--- config.mk ---
export PLATFORM = sky130hd
export DESIGN_NAME = sprite_sched_flat
export DESIGN_NICKNAME = d
export VERILOG_FILES = /design/src/rtl/sprite_sched_if.sv /design/src/rtl/sprite_sched.sv /design/src/flat_wrapper.sv
export SDC_FILE = /design/constraint.sdc
export NUM_CORES = 1
export LEC_CHECK = 0
export CAP_MARGIN = 20
export CORE_ASPECT_RATIO = 1.5
export CORE_MARGIN = 5
export CORE_UTILIZATION = 30
export CTS_CLUSTER_DIAMETER = 100
export DETAILED_ROUTE_END_ITERATION = 16
export PLACE_DENSITY = 0.52
export SLEW_MARGIN = 20
export SYNTH_ARGS = -nofsm -noshare
export SYNTH_HDL_FRONTEND = slang
export SYNTH_SLANG_ARGS = --single-unit
export TNS_END_PERCENT = 50
--- constraint.sdc ---
create_clock -name clk -period 19.5 [get_ports clk]
set_input_delay 3.9 -clock clk [delete_from_list [all_inputs] [get_ports clk]]
set_output_delay 3.9 -clock clk [all_outputs]
set_load 0.05 [all_outputs]
--- src/rtl/sprite_sched_if.sv ---
// Sprite scheduler bus: display position, host config port, engine start/x
// outputs and the merged pixel-select.
interface sprite_sched_if #(
  parameter int unsigned NSPR  = 4,
  parameter int unsigned CORDW = 10,
  parameter int unsigned IDW   = $clog2(NSPR)
);
  logic [CORDW-1:0]      sx;
  logic [CORDW-1:0]      sy;
  logic                  cfg_we;
  logic [IDW-1:0]        cfg_id;
  logic [CORDW-1:0]      cfg_x;
  logic [CORDW-1:0]      cfg_y;
  logic                  cfg_en;
  logic                  cfg_pending;
  logic                  frame_commit;
  logic [NSPR-1:0]       spr_start;
  logic [NSPR*CORDW-1:0] spr_x;
  logic [NSPR-1:0]       spr_pix;
  logic                  pix_valid;
  logic [IDW-1:0]        pix_id;

  modport master (
    output sx, sy, cfg_we, cfg_id, cfg_x, cfg_y, cfg_en, spr_pix,
    input  cfg_pending, frame_commit, spr_start, spr_x, pix_valid, pix_id
  );

  modport slave (
    input  sx, sy, cfg_we, cfg_id, cfg_x, cfg_y, cfg_en, spr_pix,
    output cfg_pending, frame_commit, spr_start, spr_x, pix_valid, pix_id
  );
endinterface

--- src/rtl/sprite_sched.sv ---
// Sprite scheduler: shadow/active sprite config committed once per frame in
// vertical blanking, per-engine line-start pulses and priority pixel merge.
module sprite_sched #(
  parameter int unsigned NSPR       = 4,
  parameter int unsigned CORDW      = 10,
  parameter int unsigned H_RES      = 640,
  parameter int unsigned V_RES      = 480,
  parameter int unsigned V_RES_FULL = 525,
  parameter int unsigned IDW        = $clog2(NSPR)
) (
  input  logic          clk,
  input  logic          rst_n,
  sprite_sched_if.slave bus
);
  localparam bit ID_FULL = (NSPR == (2 ** IDW));

  typedef struct packed {
    logic [CORDW-1:0] x;
    logic [CORDW-1:0] y;
    logic             en;
  } spr_cfg_t;

  typedef enum logic [1:0] {ST_ACTIVE, ST_COMMIT, ST_VBLANK} frame_st_t;

  spr_cfg_t              shadow [NSPR];
  spr_cfg_t              active [NSPR];
  frame_st_t             state;

  logic                  commit_c;
  logic                  wrap_c;
  logic                  wr_ok_c;
  logic [NSPR-1:0]       start_c;
  logic [NSPR-1:0]       hit_c;
  logic [IDW-1:0]        win_c;
  logic [CORDW-1:0]      y_cor_c;
  logic [NSPR*CORDW-1:0] spr_x_c;

  // Ids beyond the populated engines are dropped without touching pending.
  if (ID_FULL) begin : g_id_full
    assign wr_ok_c = bus.cfg_we;
  end else begin : g_id_part
    assign wr_ok_c = bus.cfg_we && (bus.cfg_id < IDW'(NSPR));
  end

  // Frame position decode, start-line match and lowest-index-wins merge.
  always_comb begin
    commit_c = (bus.sy == CORDW'(V_RES)) && (bus.sx == '0);
    wrap_c   = (bus.sy == '0) && (bus.sx == '0);
    start_c  = '0;
    hit_c    = '0;
    win_c    = '0;
    spr_x_c  = '0;
    y_cor_c  = '0;
    for (int i = 0; i < int'(NSPR); i++) begin
      // Sprite on line y starts during the previous line's blanking.
      y_cor_c = (active[i].y == '0) ? CORDW'(V_RES_FULL - 1) : active[i].y - CORDW'(1);
      start_c[i] = active[i].en && (active[i].y < CORDW'(V_RES_FULL)) &&
                   (bus.sy == y_cor_c) && (bus.sx == CORDW'(H_RES));
      hit_c[i]   = bus.spr_pix[i] && active[i].en;
      spr_x_c[i*CORDW +: CORDW] = active[i].x;
    end
    for (int i = int'(NSPR) - 1; i >= 0; i--) begin
      if (hit_c[i]) win_c = IDW'(i);
    end
  end

  assign bus.spr_x = spr_x_c;

  // Frame tracking, config commit and registered outputs.
  always_ff @(posedge clk) begin
    if (!rst_n) begin
      state            <= ST_VBLANK;
      for (int i = 0; i < int'(NSPR); i++) begin
        shadow[i] <= '0;
        active[i] <= '0;
      end
      bus.cfg_pending  <= 1'b0;
      bus.frame_commit <= 1'b0;
      bus.spr_start    <= '0;
      bus.pix_valid    <= 1'b0;
      bus.pix_id       <= '0;
    end else begin
      case (state)
        ST_ACTIVE: if (commit_c) state <= ST_COMMIT;
        ST_COMMIT: state <= ST_VBLANK;
        ST_VBLANK: begin
          if (commit_c)    state <= ST_COMMIT;
          else if (wrap_c) state <= ST_ACTIVE;
        end
        default:   state <= ST_VBLANK;
      endcase

      bus.frame_commit <= commit_c;
      if (commit_c) begin
        for (int i = 0; i < int'(NSPR); i++) active[i] <= shadow[i];
        bus.cfg_pending <= 1'b0;
      end
      // A write on the commit cycle lands after the copy; set beats clear.
      if (wr_ok_c) begin
        shadow[bus.cfg_id] <= '{x: bus.cfg_x, y: bus.cfg_y, en: bus.cfg_en};
        bus.cfg_pending    <= 1'b1;
      end

      bus.spr_start <= start_c;
      bus.pix_valid <= |hit_c;
      bus.pix_id    <= win_c;
    end
  end
endmodule

--- src/flat_wrapper.sv ---
// flat-port wrapper written by rule: the top's interface ports become plain ports
module sprite_sched_flat 
#(
  parameter int unsigned NSPR       = 4,
  parameter int unsigned CORDW      = 10,
  parameter int unsigned H_RES      = 640,
  parameter int unsigned V_RES      = 480,
  parameter int unsigned V_RES_FULL = 525,
  parameter int unsigned IDW        = $clog2(NSPR)
)
  (clk, rst_n, bus_sx, bus_sy, bus_cfg_we, bus_cfg_id, bus_cfg_x, bus_cfg_y, bus_cfg_en, bus_spr_pix, bus_cfg_pending, bus_frame_commit, bus_spr_start, bus_spr_x, bus_pix_valid, bus_pix_id);
  sprite_sched_if #(.NSPR(NSPR), .CORDW(CORDW), .IDW(IDW)) bus_i ();
  input  logic clk;
  input  logic rst_n;
  input wire logic [$bits(bus_i.sx)-1:0] bus_sx;
  input wire logic [$bits(bus_i.sy)-1:0] bus_sy;
  input wire logic [$bits(bus_i.cfg_we)-1:0] bus_cfg_we;
  input wire logic [$bits(bus_i.cfg_id)-1:0] bus_cfg_id;
  input wire logic [$bits(bus_i.cfg_x)-1:0] bus_cfg_x;
  input wire logic [$bits(bus_i.cfg_y)-1:0] bus_cfg_y;
  input wire logic [$bits(bus_i.cfg_en)-1:0] bus_cfg_en;
  input wire logic [$bits(bus_i.spr_pix)-1:0] bus_spr_pix;
  output wire logic [$bits(bus_i.cfg_pending)-1:0] bus_cfg_pending;
  output wire logic [$bits(bus_i.frame_commit)-1:0] bus_frame_commit;
  output wire logic [$bits(bus_i.spr_start)-1:0] bus_spr_start;
  output wire logic [$bits(bus_i.spr_x)-1:0] bus_spr_x;
  output wire logic [$bits(bus_i.pix_valid)-1:0] bus_pix_valid;
  output wire logic [$bits(bus_i.pix_id)-1:0] bus_pix_id;
  assign bus_i.sx = bus_sx;
  assign bus_i.sy = bus_sy;
  assign bus_i.cfg_we = bus_cfg_we;
  assign bus_i.cfg_id = bus_cfg_id;
  assign bus_i.cfg_x = bus_cfg_x;
  assign bus_i.cfg_y = bus_cfg_y;
  assign bus_i.cfg_en = bus_cfg_en;
  assign bus_i.spr_pix = bus_spr_pix;
  assign bus_cfg_pending = bus_i.cfg_pending;
  assign bus_frame_commit = bus_i.frame_commit;
  assign bus_spr_start = bus_i.spr_start;
  assign bus_spr_x = bus_i.spr_x;
  assign bus_pix_valid = bus_i.pix_valid;
  assign bus_pix_id = bus_i.pix_id;
  sprite_sched #(.NSPR(NSPR), .CORDW(CORDW), .H_RES(H_RES), .V_RES(V_RES), .V_RES_FULL(V_RES_FULL), .IDW(IDW)) u_core (.clk(clk), .rst_n(rst_n), .bus(bus_i));
endmodule
==> Word level (Yosys, flattened, before mapping) <==
Memory sizes are Yosys's and may differ from the RTL's.
Cells that the tools add are included.
{ "op_classes": {"addsub": 4, "magnitude_cmp": 4, "eq_ne": 6, "n_mux": 23, "bitwise_logic": 5, "n_reduce_logical": 27} }
{ "ops": {"columns": ["operator", "n"], "rows": [
  ["$mux 21", 5],
  ["$logic_not 10->1", 5],
  ["$eq 10x10->1", 4],
  ["$lt 10x10->1 const B", 4],
  ["$mux 10", 4],
  ["$sub 10x1->10 const B", 4],
  ["$reduce_or 21->1", 1],
  ["$logic_and 1x1->1", 17],
  ["$mux 1", 11],
  ["$eq 10x10->1 const B", 1],
  ["$eq 10x9->1 const B", 1],
  ["$mux 2", 3],
  ["$or 1x1->1", 4],
  ["$reduce_or 4->1", 1],
  ["$reduce_or 3->1", 1],
  ["$reduce_bool 2->1", 1],
  ["$reduce_or 2->1", 1],
  ["$not 1->1", 1]
]} }
{ "word_totals": {"register_bits": 9, "mem_bits_rw": 168, "inputBits": 50, "out_inout_bits": 49, "elab_cells": 77, "mem_count": 2} }
{ "memory_table": {"columns": ["name", "depth", "word_bits", "rd", "rd_ports_with_merged_regs", "write_ports", "line", "source"], "rows": [
  ["u_core.active", 4, 21, 4, 0, 4, "sprite_sched.sv:26", "spr_cfg_t active [NSPR];"],
  ["u_core.shadow", 4, 21, 4, 0, 4, "sprite_sched.sv:25", "spr_cfg_t shadow [NSPR];"]
]} }

==> Depth between registers and ports, before layout <==
{ "depth": {"depth_word": 6, "ltp_mapped": 9, "ltp_nobuf": 8} }

==> Worst setup path after synthesis <==
Ideal clock, no wire load.
{ "synth_timing": {"kind": "input port to flip-flop", "start": "in bus_sx[5]", "end": "mem u_core.active[0][0] (netlist name), enable pin", "setup_ns": 0.653, "t_arrival_ns": 10.940, "t_required_ns": 18.847, "path_slack_ns": 7.907, "path_stages": 3, "n_path_buf": 0, "path_cell_list": "or4_1 -> or2_1 -> o31ai_1"} }
{ "synth_rtl": {"columns": ["item", "line", "source"], "rows": [
  ["start, declared", "flat_wrapper.sv:15", "input wire logic [$bits(bus_i.sx)-1:0] bus_sx;"],
  ["end, declared", "sprite_sched.sv:26", null]
]} }

==> metrics.txt <==
Seq pwr share=51.3%; post-synthesis xor/xnor area fraction=under 10%; Starting Density=approximately 30%; layout cells sized above 1=6.28%; crit path kind=in2reg; die width=148 um; worst vdd ir=between 50 and 60 uV; leading area contributor after synthesis=edfxtp_1; RD Place Congestion=0.861; Skew-Pair Late Insertion Delay=0.42 ns; # hold bufs at CTS=0; largest family of logic cells by synthesized area=simple AND/OR/NAND/NOR gates; post-synth cell types=67; Avg Inst Size Synth=12.1 um^2; Clock power frac=between 40% and 50%; Slew Limit Fails=0; DPL Wire Length=14900 um; CTS HTree Levels=4; top cells by area, synth=edfxtp_1, and2_1, buf_4; Final Cycle Share=approximately a third; fin area=0.0102 mm^2; antenna violations before repair=0; post-synthesis compound-gate area fraction=roughly 8%; Clock transition at path regs=roughly 0.060 ns; drt pass-1 iters=4; #FFs+latches synth=177; top-area cell type share of the netlist area=58.7%; switch share=22.0%; final std cells w/o fill=1115; Routed WL=20700 um; status=finished clean; net switching power=0.000189 W; Port Buf Inserts=98; DIE HEIGHT=217 um; Sink Count=177; Yosys warnings=0; Async SR Flop Fraction=0%; clock buffer depth=2; worst min-delay path category=reg2reg; Worst-Margin Slew=1.04 ns; GRT Util Overall=13.0%; Tot Pwr=0.000863 W; Pwr Density=between 80 and 90 mW/mm^2; most frequent cell after synthesis=edfxtp_1; TritonCTS clock tree=done; core area=0.0285 mm^2; min cycle time layout=6.66 ns; mux cell area share after synthesis=0.233%; Critical Path Start Type=input pin; Post-Synth Adder-Cell Area=0.583%; clock root cell=clkbuf_16; first-pass GRT wire length=31700 um; # IOs=99; P_leak=3.64 nW; crit path capture type=flip-flop; max cap viols=0; WL per Instance=18.6 um; sequential share of the synthesized area=between 60% and 70%; DIE AREA=about 0.032 mm^2; CP required=between 15 and 20 ns; Gate power share=8.1%; postcts setup bufs=0; simple-gate share of the synthesized area=22.2%; DR DRC count=0; unrepaired setup endpoints after global routing=no; worst path arrival time=6.71 ns; Crit Path Max Fanout=53; Site Rows=76; Hold Fails Final Rpt=0; f_max=150 MHz; Vias per Instance=4.83; Ant. Diodes=0; vias in the first global route=5501; Mapped Area=0.00859 mm^2; fin util=35.9%; layout net count=807; Post-Place Cell Area=0.00965 mm^2; pin count of the biggest net entering global routing=86; DRT iter0 DRCs=348; Int Pwr=just under 0.0007 W; top cells by count, synth=edfxtp_1, and2_1, buf_4; Final ANT Viol Nets=0; syn_nets=762; Slew HR=between 30 and 40%; via count=5386; Synth Flop Type=edfxtp_1; Post-synth EDFFs=168; GRT Residual Overflow=0; final setup fails=0; Area Overhead vs Synth=19.3%; CTS Buf Count=17; cells after synthesis=a little over 700; post-cts sizing count=0; setup TNS=0 ns; post-placement cell count=1085; skew final=~0.0066 ns
## per-layer routing
layer	track usage (%)	wire length, um	up-vias
met5	0	0	-
met4	4.78	427	0
met3	2.92	968	19
met2	23.7	11300	145
met1	14.7	8010	2588
li1	-	-	2634
## cells in the final DEF (no fill, tap or decap), types with 8 or more instances in the layout
master	Yosys	layout
xnor2_1	16	16
nand2_1	22	22
and2_1	151	151
or4_1	10	10
nor4_1	8	8
clkdlybuf4s50_1	0	98
nand3_1	8	8
a21oi_1	17	17
nor2_1	21	21
inv_1	14	14
dfxtp_1	9	9
o21ai_0	16	16
nor3_1	15	14
clkbuf_16	0	17
and3_1	24	24
edfxtp_1	168	168
## logic make-up after synthesis
family,count (synthesis)
and+or+nand+nor,312
DFF,177
AOI/OAI and AO/OA,98
buffers and inverters,92
xor gates and xnor gates,23
adders and majority gates,4
muxes,2
## critical path, cell delays in order
cell	delay, ns
clkdlybuf4s50_1	0.75
nor3_1	0.35
nand4_1	0.26
o31ai_4	0.33
buf_4	0.41
buf_4	0.65
## path summary, 6_finish.rpt
kind | startpoint | to | slack [ns] | depth (start not counted)
max | bus_sy[4] | u_core.active[0][32] | 12.84 | 6
min | u_core.shadow[3][17] | u_core.active[0][80] | 0.51 | 1
max reg2reg | u_core.active[0][64] | u_core.bus.spr_start[3] | 16.81 | 8
min reg2reg | u_core.shadow[3][17] | u_core.active[0][80] | 0.51 | 1
## power groups by stage
stage	combinational [W]	clock (W)	sequential, W
finish	0.0000701	0.000350	0.000443
global route	0.0000756	0.000371	0.000445
CTS	0.0000708	0.000356	0.000443
detailed placement	0.0000704	0	0.000451
global placement	0.0000705	0	0.000452
floorplan	0.0000424	0	0.000449
## stage by stage
step | setup slack [ns] | hold slack (ns)
5_1_grt | 12.62 | 0.530
6_report | 12.84 | 0.509
4_1_cts | 12.83 | 0.512
3_3_place_gp | 12.41 | 0.501
3_5_place_dp | 12.39 | 0.503
2_1_floorplan | 7.91 | 0.497
## flip-flops by register name (all words and copies together) (netlist names)
name,flops
u_core.bus.frame_commit,1
u_core.active,84
u_core.bus.spr_start,4
u_core.bus.cfg_pending,1
u_core.shadow,84
u_core.bus.pix_id,2
u_core.bus.pix_valid,1
## area by class of cell
cell class,count,area [um^2]
clock buffer,18,429
timing repair buffer,104,1030
multi-input combinational,439,2910
inverter,14,52.6
clock inverter,12,166
fill,2781,18300
tap,351,439
sequential,177,5230
(Power assumes the default switching activity.)
